## src/rtl/run_pkg.sv

```systemverilog
// Shared widths, state encodings and arithmetic helpers for the run controller.
// Everything sized here is consumed by run_controller and cycle_counter.
package run_pkg;

    localparam int LAST_W          = 16;
    localparam int TOTAL_W         = 20;
    localparam int RUNS_W          = 4;
    localparam int HOLD_W          = 4;
    localparam int TIMEOUT_DEFAULT = 4096;

    typedef logic [2:0] state_t;

    localparam state_t ST_IDLE   = 3'd0;
    localparam state_t ST_PRST   = 3'd1;
    localparam state_t ST_ASSERT = 3'd2;
    localparam state_t ST_RUN    = 3'd3;
    localparam state_t ST_FIN    = 3'd4;

    // Batch accumulator add that pins at all-ones instead of wrapping.
    function automatic logic [TOTAL_W-1:0] sat_add(input logic [TOTAL_W-1:0] acc,
                                                   input logic [LAST_W-1:0]  inc);
        logic [TOTAL_W:0] sum;
        sum = {1'b0, acc} + {{(TOTAL_W - LAST_W + 1){1'b0}}, inc};
        return sum[TOTAL_W] ? {TOTAL_W{1'b1}} : sum[TOTAL_W-1:0];
    endfunction

endpackage

```

## src/rtl/cycle_counter.sv

```systemverilog
// Per-run RUN-cycle counter: saturating up-count with a terminal compare
// against the configured limit.
module cycle_counter
    import run_pkg::*;
#(
    parameter int LIMIT = TIMEOUT_DEFAULT
) (
    input  logic              clk,
    input  logic              reset,
    input  logic              clear,
    input  logic              enable,
    output logic [LAST_W-1:0] count,
    output logic              hit_limit
);

    localparam logic [LAST_W-1:0] LIMIT_VAL = LAST_W'(LIMIT);

    always_ff @(posedge clk or posedge reset) begin
        if (reset) begin
            count <= '0;
        end else if (clear) begin
            count <= '0;
        end else if (enable && (count != {LAST_W{1'b1}})) begin
            count <= count + LAST_W'(1);
        end
    end

    assign hit_limit = (count == LIMIT_VAL);

endmodule

```

## src/rtl/run_controller.sv

```systemverilog
// Sequences a batch of processor runs: reset pulse, start hold, wait for ack
// or timeout, and accumulates per-run cycle statistics.
//
// state  | meaning
// IDLE   | waiting for launch; results of the last batch held
// PRST   | one-cycle proc_reset pulse ahead of every run
// ASSERT | start held high for START_HOLD cycles
// RUN    | counting cycles until ack or TIMEOUT
// FIN    | one-cycle done pulse, then back to IDLE
module run_controller
    import run_pkg::*;
#(
    parameter int START_HOLD = 2,
    parameter int TIMEOUT    = TIMEOUT_DEFAULT
) (
    input  logic               clk,
    input  logic               reset,
    input  logic               launch,
    input  logic [RUNS_W-1:0]  num_runs,
    output logic               proc_reset,
    output logic               start,
    input  logic               ack,
    output logic               busy,
    output logic               done,
    output logic               timed_out,
    output logic [LAST_W-1:0]  last_cycles,
    output logic [TOTAL_W-1:0] total_cycles,
    output logic [RUNS_W-1:0]  runs_done
);

    localparam logic [HOLD_W-1:0] HOLD_LAST = HOLD_W'(START_HOLD - 1);
    localparam logic [LAST_W-1:0] LIMIT_VAL = LAST_W'(TIMEOUT);

    state_t              state;
    state_t              state_next;
    logic [HOLD_W-1:0]   hold_cnt;
    logic [RUNS_W-1:0]   runs_target;
    logic [LAST_W-1:0]   run_count;
    logic                hit_limit;
    logic                run_more;
    logic                cnt_clear;
    logic                cnt_enable;

    assign run_more = ({1'b0, runs_done} + 5'd1) < {1'b0, runs_target};

    always_comb begin
        state_next = state;
        case (state)
            ST_IDLE:   if (launch) state_next = ST_PRST;
            ST_PRST:   state_next = ST_ASSERT;
            ST_ASSERT: if (hold_cnt == '0) state_next = ST_RUN;
            ST_RUN: begin
                // ack takes priority over the limit compare in the same cycle
                if (ack)            state_next = run_more ? ST_PRST : ST_FIN;
                else if (hit_limit) state_next = ST_FIN;
            end
            ST_FIN:    state_next = ST_IDLE;
            default:   state_next = ST_IDLE;
        endcase
    end

    // Counter reads 1 on the first RUN cycle: it steps on the final ASSERT cycle.
    assign cnt_clear  = (state == ST_PRST);
    assign cnt_enable = ((state == ST_ASSERT) && (hold_cnt == '0)) ||
                        ((state == ST_RUN) && (state_next == ST_RUN));

    cycle_counter #(
        .LIMIT (TIMEOUT)
    ) u_cycle_counter (
        .clk       (clk),
        .reset     (reset),
        .clear     (cnt_clear),
        .enable    (cnt_enable),
        .count     (run_count),
        .hit_limit (hit_limit)
    );

    always_ff @(posedge clk or posedge reset) begin
        if (reset) begin
            state        <= ST_IDLE;
            hold_cnt     <= '0;
            runs_target  <= '0;
            proc_reset   <= 1'b0;
            start        <= 1'b0;
            busy         <= 1'b0;
            done         <= 1'b0;
            timed_out    <= 1'b0;
            last_cycles  <= '0;
            total_cycles <= '0;
            runs_done    <= '0;
        end else begin
            state      <= state_next;
            proc_reset <= (state_next == ST_PRST);
            start      <= (state_next == ST_ASSERT);
            busy       <= (state_next != ST_IDLE);
            done       <= (state_next == ST_FIN);

            case (state)
                ST_IDLE: begin
                    if (launch) begin
                        runs_target  <= (num_runs == '0) ? RUNS_W'(1) : num_runs;
                        runs_done    <= '0;
                        total_cycles <= '0;
                        timed_out    <= 1'b0;
                    end
                end
                ST_PRST: begin
                    hold_cnt <= HOLD_LAST;
                end
                ST_ASSERT: begin
                    if (hold_cnt != '0) hold_cnt <= hold_cnt - HOLD_W'(1);
                end
                ST_RUN: begin
                    if (ack) begin
                        last_cycles  <= run_count;
                        total_cycles <= sat_add(total_cycles, run_count);
                        runs_done    <= runs_done + RUNS_W'(1);
                    end else if (hit_limit) begin
                        timed_out   <= 1'b1;
                        last_cycles <= LIMIT_VAL;
                    end
                end
                default: ;
            endcase
        end
    end

endmodule

```

## config.mk

```make
export PLATFORM = sky130hd
export DESIGN_NAME = run_controller
export DESIGN_NICKNAME = d
export VERILOG_FILES = /design/src/rtl/run_pkg.sv /design/src/rtl/cycle_counter.sv /design/src/rtl/run_controller.sv
export SDC_FILE = /design/constraint.sdc
export NUM_CORES = 1
export LEC_CHECK = 0
export CORE_MARGIN = 2
export CORE_UTILIZATION = 55
export CTS_CLUSTER_SIZE = 28
export DETAILED_ROUTE_END_ITERATION = 6
export GPL_TIMING_DRIVEN = 1
export PLACE_DENSITY = 0.75
export SYNTH_ARGS = -nofsm -noshare
export SYNTH_HDL_FRONTEND = slang
export SYNTH_HIERARCHICAL = 1
export SYNTH_SLANG_ARGS = --single-unit
export TNS_END_PERCENT = 30
```

## constraint.sdc

```tcl
create_clock -name clk -period 3.15 [get_ports clk]
set_input_delay 0.315 -clock clk [delete_from_list [all_inputs] [get_ports clk]]
set_output_delay 0.315 -clock clk [all_outputs]
set_load 0.1 [all_outputs]
```

* Word level (Yosys, flattened, before mapping) *
Cells that the tools add are included.

word-level totals
  register bits after elaboration = 72
  bits of input ports = 8
  output and inout bits = 45
  logic and storage cells = 74

operators by class
  add/sub/neg operators = 5
  $lt $le $gt $ge = 1
  equality and inequality tests = 14
  mux-type cells = 24
  reduce and logical (&&, ||, !) cells = 18

operator list
  operator                 count
  $mux W16                 4
  $mux W20                 3
  $pmux W20 S2             1
  $add A20 B16 Y21         1
  $add A16 B1 Y16 const B  1
  $eq A16 B13 Y1 const B   1
  $mux W4                  4
  $ne A16 B16 Y1 const B   1
  $pmux W4 S2              2
  $mux W3                  5
  $eq A3 B2 Y1 const B     4
  $pmux W3 S4              1
  $logic_not A4 Y1         2
  $ne A2 B2 Y1 const B     4
  $reduce_bool A2 Y1       4
  $eq A3 B1 Y1 const B     2
  $reduce_and A2 Y1        3
  $add A4 B1 Y5 const B    1
  $lt A5 B4 Y1             1
  $add A4 B1 Y4 const B    1
  $reduce_and A4 Y1        1
  $reduce_bool A4 Y1       1
  $sub A4 B1 Y4 const B    1
  $eq A3 B3 Y1 const B     1
  8 further kinds          12

* Longest topological paths before layout *
  depth after elaboration = 11
  gate-level depth with buffers = 11
  depth with buffers taken out = 11

* By module *
Netlist, hierarchy kept.

by module, submodules not included
  module          times used  cells each  area each (µm²)  seq. area each (µm²)
  run_controller  1           329         3204.3           1401.3
  cycle_counter   1           109         1029.7           400.4

* Worst setup path before layout *
No wires, ideal clock.

  path kind = reg-to-reg
  start = register total_cycles[0]
  end = register total_cycles[10]
  arrival = 2.930 ns
  slack = 0.137 ns
  stages on the path, launching flop included = 12
  buffers on the path = 1
  period minus slack after synthesis = 3.013 ns
  cells stage by stage = dfrtp_1 ha_1 inv_1 fa_1 nor2b_4 o2111ai_2 nand3b_2 a2111oi_4 nor4_4 nor2_4 buf_6 a31oi_1

on the way
  longest elaborated chain between the ends = 4

RTL lines
  item                    RTL line               RTL
  from (decl)             run_controller.sv:27   output logic [TOTAL_W-1:0] total_cycles,
  from (signal assigned)  run_controller.sv:116  total_cycles <= sat_add(total_cycles, run_count);
  $add A20 B16 Y21        run_pkg.sv:23          sum = {1'b0, acc} + {{(TOTAL_W - LAST_W + 1){1'b0}}, inc};
  $mux W20                run_pkg.sv:24          return sum[TOTAL_W] ? {TOTAL_W{1'b1}} : sum[TOTAL_W-1:0];
  $mux W20                run_controller.sv:114  if (ack) begin
  $pmux W20 S2            run_controller.sv:98   case (state)

Every way passes these cells. The select of a mux whose other input is x is not followed.
A chain may end at the register's enable or synchronous reset.

* Final worst setup path *
  start = register u_cycle_counter.count[0]
  end = register total_cycles[14]

on the way
  longest elaborated chain between the ends = 4

RTL lines
  item                    RTL line               RTL
  from (decl)             cycle_counter.sv:12    output logic [LAST_W-1:0] count,
  from (signal assigned)  cycle_counter.sv:24    count <= count + LAST_W'(1);
  $add A20 B16 Y21        run_pkg.sv:23
  $mux W20                run_pkg.sv:24
  $mux W20                run_controller.sv:114
  $pmux W20 S2            run_controller.sv:98

Every way passes these cells. The select of a mux whose other input is x is not followed.

==> impl_metrics.csv <==
group,metric,value,unit
power_and_ir_drop,power.density,988,mW/mm^2
grt,use_met2,0.410,
placed_design,port_buffers,52,
setup_path,setup.worst_path.class,"reg2reg",
floorplanning,dieHeight,91.7,um
synth,yosysTopAreaCellShare,0.426,
clocking,cts_hold_buf,0,
placed_design,gp_congestion,0.879,
timing,min_period,2770,ps
placed_design,dp_hpwl,7330,um
clocking,h-tree-depth,3,
clocking,cts.clk_slew.worst_paths,90,ps
grt,first_global_vias,3516,
floorplanning,die_w,91.7,um
setup_path,cp_max_fo,15,
timing,fmax,361,MHz
routing,vias_per_cell,6.02,
setup_path,rr_startpoint,"u_cycle_counter/count[0]",
clocking,post-cts-setup-buffers,0,
grt,grt_pass1_wl,17600,um
setup_path,rr_endpoint,"total_cycles[14]",
routing,drt_iter0_drc,181,
synth,yosysWarnings,6,
synth,yosysUniqueCellTypes,65,
setup_path,r2r_cells,10,
synth,synthArstFlopShare,1.00,
timing,hold_viol_final,0,
routing,wl,10600,um
synth,synth_ff_type,"dfrtp_1",
synth,synthTopCellsByArea,"dfrtp_1, ha_1, a21oi_1",
floorplanning,fp.coreArea,0.00737,mm^2
synth,synth_seq_area_share,0.426,
setup_path,crit_chain,"ha_1, inv_1, fa_1, nor2b_4, o2111ai_2, nand3b_2, a2111oi_4, nor4_4, nor2_4, a41oi_1",
timing,slew_headroom,0.318,
timing,fin_crit_sh,0.878,
clocking,cts_resized,0,
clocking,ctsRootBufferMaster,"clkbuf_8",
setup_path,rrSetupSlack,380,ps
clocking,cts_tree,"done",
routing,drc,0,
grt,grt_util_all_layers,0.263,
timing,tns,0,ps
floorplanning,rows,31,
finish,layoutNonFillerInstCount,601,
finish,nets,530,
setup_path,critPathCaptureType,"flip-flop",
synth,syn_area,0.00423,mm^2
routing,wl_per_cell,17.6,um
synth,syn_inst,438,
synth,synth.most_common_cell,"dfrtp_1",
grt,grt_overflow,0,
routing,vias,3620,
synth,synth_edf_count,0,
setup_path,slowest_stage,"a2111oi_4",
status,status,"completed",
grt,grt_busiest_layer,"met2",
clocking,cts.sinks,72,
power_and_ir_drop,ir_drop,798,uV
timing,skew,7.96,ps
synth,syn-num-nets,471,
timing,rsz0062_at_grt,"false",
grt,grt_max_degree,57,
min_path,hp-class,"in2async",
timing,maxSlewViolCount,0,
finish,drive_above_1_share,0.114,
setup_path,arrival,2970,ps
grt,grtUsageMet1,0.374,
clocking,clk_latency,360,ps
power_and_ir_drop,p_leak,2.26,nW
finish,antenna_cells,0,
clocking,clk_path_buf_depth,2,
floorplanning,ioPinCount,53,
setup_path,cp-start-kind,"flip-flop",
timing,max_slew.worst_pin.slew,1020,ps
synth,ys_ff_latch,72,
floorplanning,dieArea,0.00842,mm^2
routing,drtPass1Iterations,4,
routing,drtAntennaViolNets,0,
grt,use_met3,0.0386,
setup_path,cpPeakStageDelay,540,ps
clocking,numCtsBuffers,9,
grt,antenna_found_initial,0,
setup_path,worstPathRequired,3360,ps
placed_design,dp.cells,585,
flow_run,drv_cap,0,
synth,syn_area_per_cell,9.67,um^2
timing,setup_viol_count_final,0,
synth,synthTopCellsByCount,"dfrtp_1, a21oi_1, nor2_1",
finish,syn2layout_area_growth,21.2,%
floorplanning,start_util,0.575,
synth,yosysTopAreaCell,"dfrtp_1",
==> worst max-delay path: cells and delay by family, from the launching register on <==
kind,cells,cell delay (ps)
buf+inv,1,70
simple gates,4,700
compound gates,3,920
flops,1,440
fa+ha+maj,2,480
==> layout make-up <==
| type | instances | area (um^2) |
|---|---|---|
| Clock inverter | 7 | 104 |
| Inverter | 23 | 86.3 |
| Sequential cell | 72 | 1800 |
| Multi-Input combinational cell | 327 | 2280 |
| Fill cell | 607 | 2240 |
| Tap cell | 99 | 124 |
| Clock buffer | 9 | 124 |
| Timing Repair Buffer | 64 | 608 |
==> metrics by stage <==
stage / setup slack, ps / util / hold slack, ps / power [mW] / area [um^2]
4_1_cts: 379 / 0.696 / 409 / 5.07 / 5130
3_3_place_gp: 503 / 0.666 / 463 / 4.15 / 4900
3_5_place_dp: 373 / 0.666 / 484 / 4.22 / 4900
2_1_floorplan: 137 / - / 229 / 3.55 / 4230
6_report: 384 / 0.696 / 386 / 5.07 / 5130
5_1_grt: 177 / 0.696 / 467 / 5.36 / 5130
==> layer usage <==
layer	up-vias	wire length [um]
li1	1743	-
met1	1759	4900
met2	100	4930
met3	18	526
met4	0	237
met5	-	0
==> cells by family (layout without fill, tap and decap cells) <==
| logic type | after synthesis | after routing | share of synthesized area |
|---|---|---|---|
| mux | 5 | 5 | 0.0133 |
| xor+xnor | 17 | 17 | 0.0352 |
| fa+ha+maj | 25 | 25 | 0.0757 |
| simple gates | 146 | 146 | 0.204 |
| flops | 72 | 72 | 0.426 |
| compound gates | 134 | 134 | 0.208 |
| buf+inv | 39 | 103 | 0.0375 |
==> placed cells by master (no fill, tap or decap), types with 14 or more instances in the layout <==
cell	instances
a22o_1	14
o21ai_0	23
nor2_1	30
dfrtp_1	72
ha_1	24
a31oi_1	19
clkdlybuf4s50_1	51
nand2_1	29
inv_1	22
a21oi_1	40
==> worst max-delay path by stage <==
| stage | startpoint | end | slack [ps] | depth (start not counted) |
|---|---|---|---|---|
| after floorplan | total_cycles[0] | total_cycles[10] | 140 | 11 |
| after detailed placement | u_cycle_counter/count[0] | total_cycles[14] | 370 | 10 |
| after global routing | u_cycle_counter/count[0] | total_cycles[14] | 180 | 10 |
| after CTS | u_cycle_counter/count[0] | total_cycles[14] | 380 | 10 |
| after global placement | u_cycle_counter/count[0] | total_cycles[14] | 500 | 10 |
| final | u_cycle_counter/count[0] | total_cycles[14] | 380 | 10 |
==> sequential cells by signal, summed over array words and instances (netlist names), 3 cells and up <==
register and flops:
hold_cnt 4, runs_target 4, runs_done 4, last_cycles 16, u_cycle_counter/count 16, total_cycles 20
state 3
==> power breakdown <==
part	internal (mW)	leakage (nW)	switching (mW)
sequential	1.17	0.948	0.232
combinational	0.799	1.20	2.03
clock	0.455	0.108	0.389
total	2.43	2.26	2.65
(Power assumes the default switching activity.)
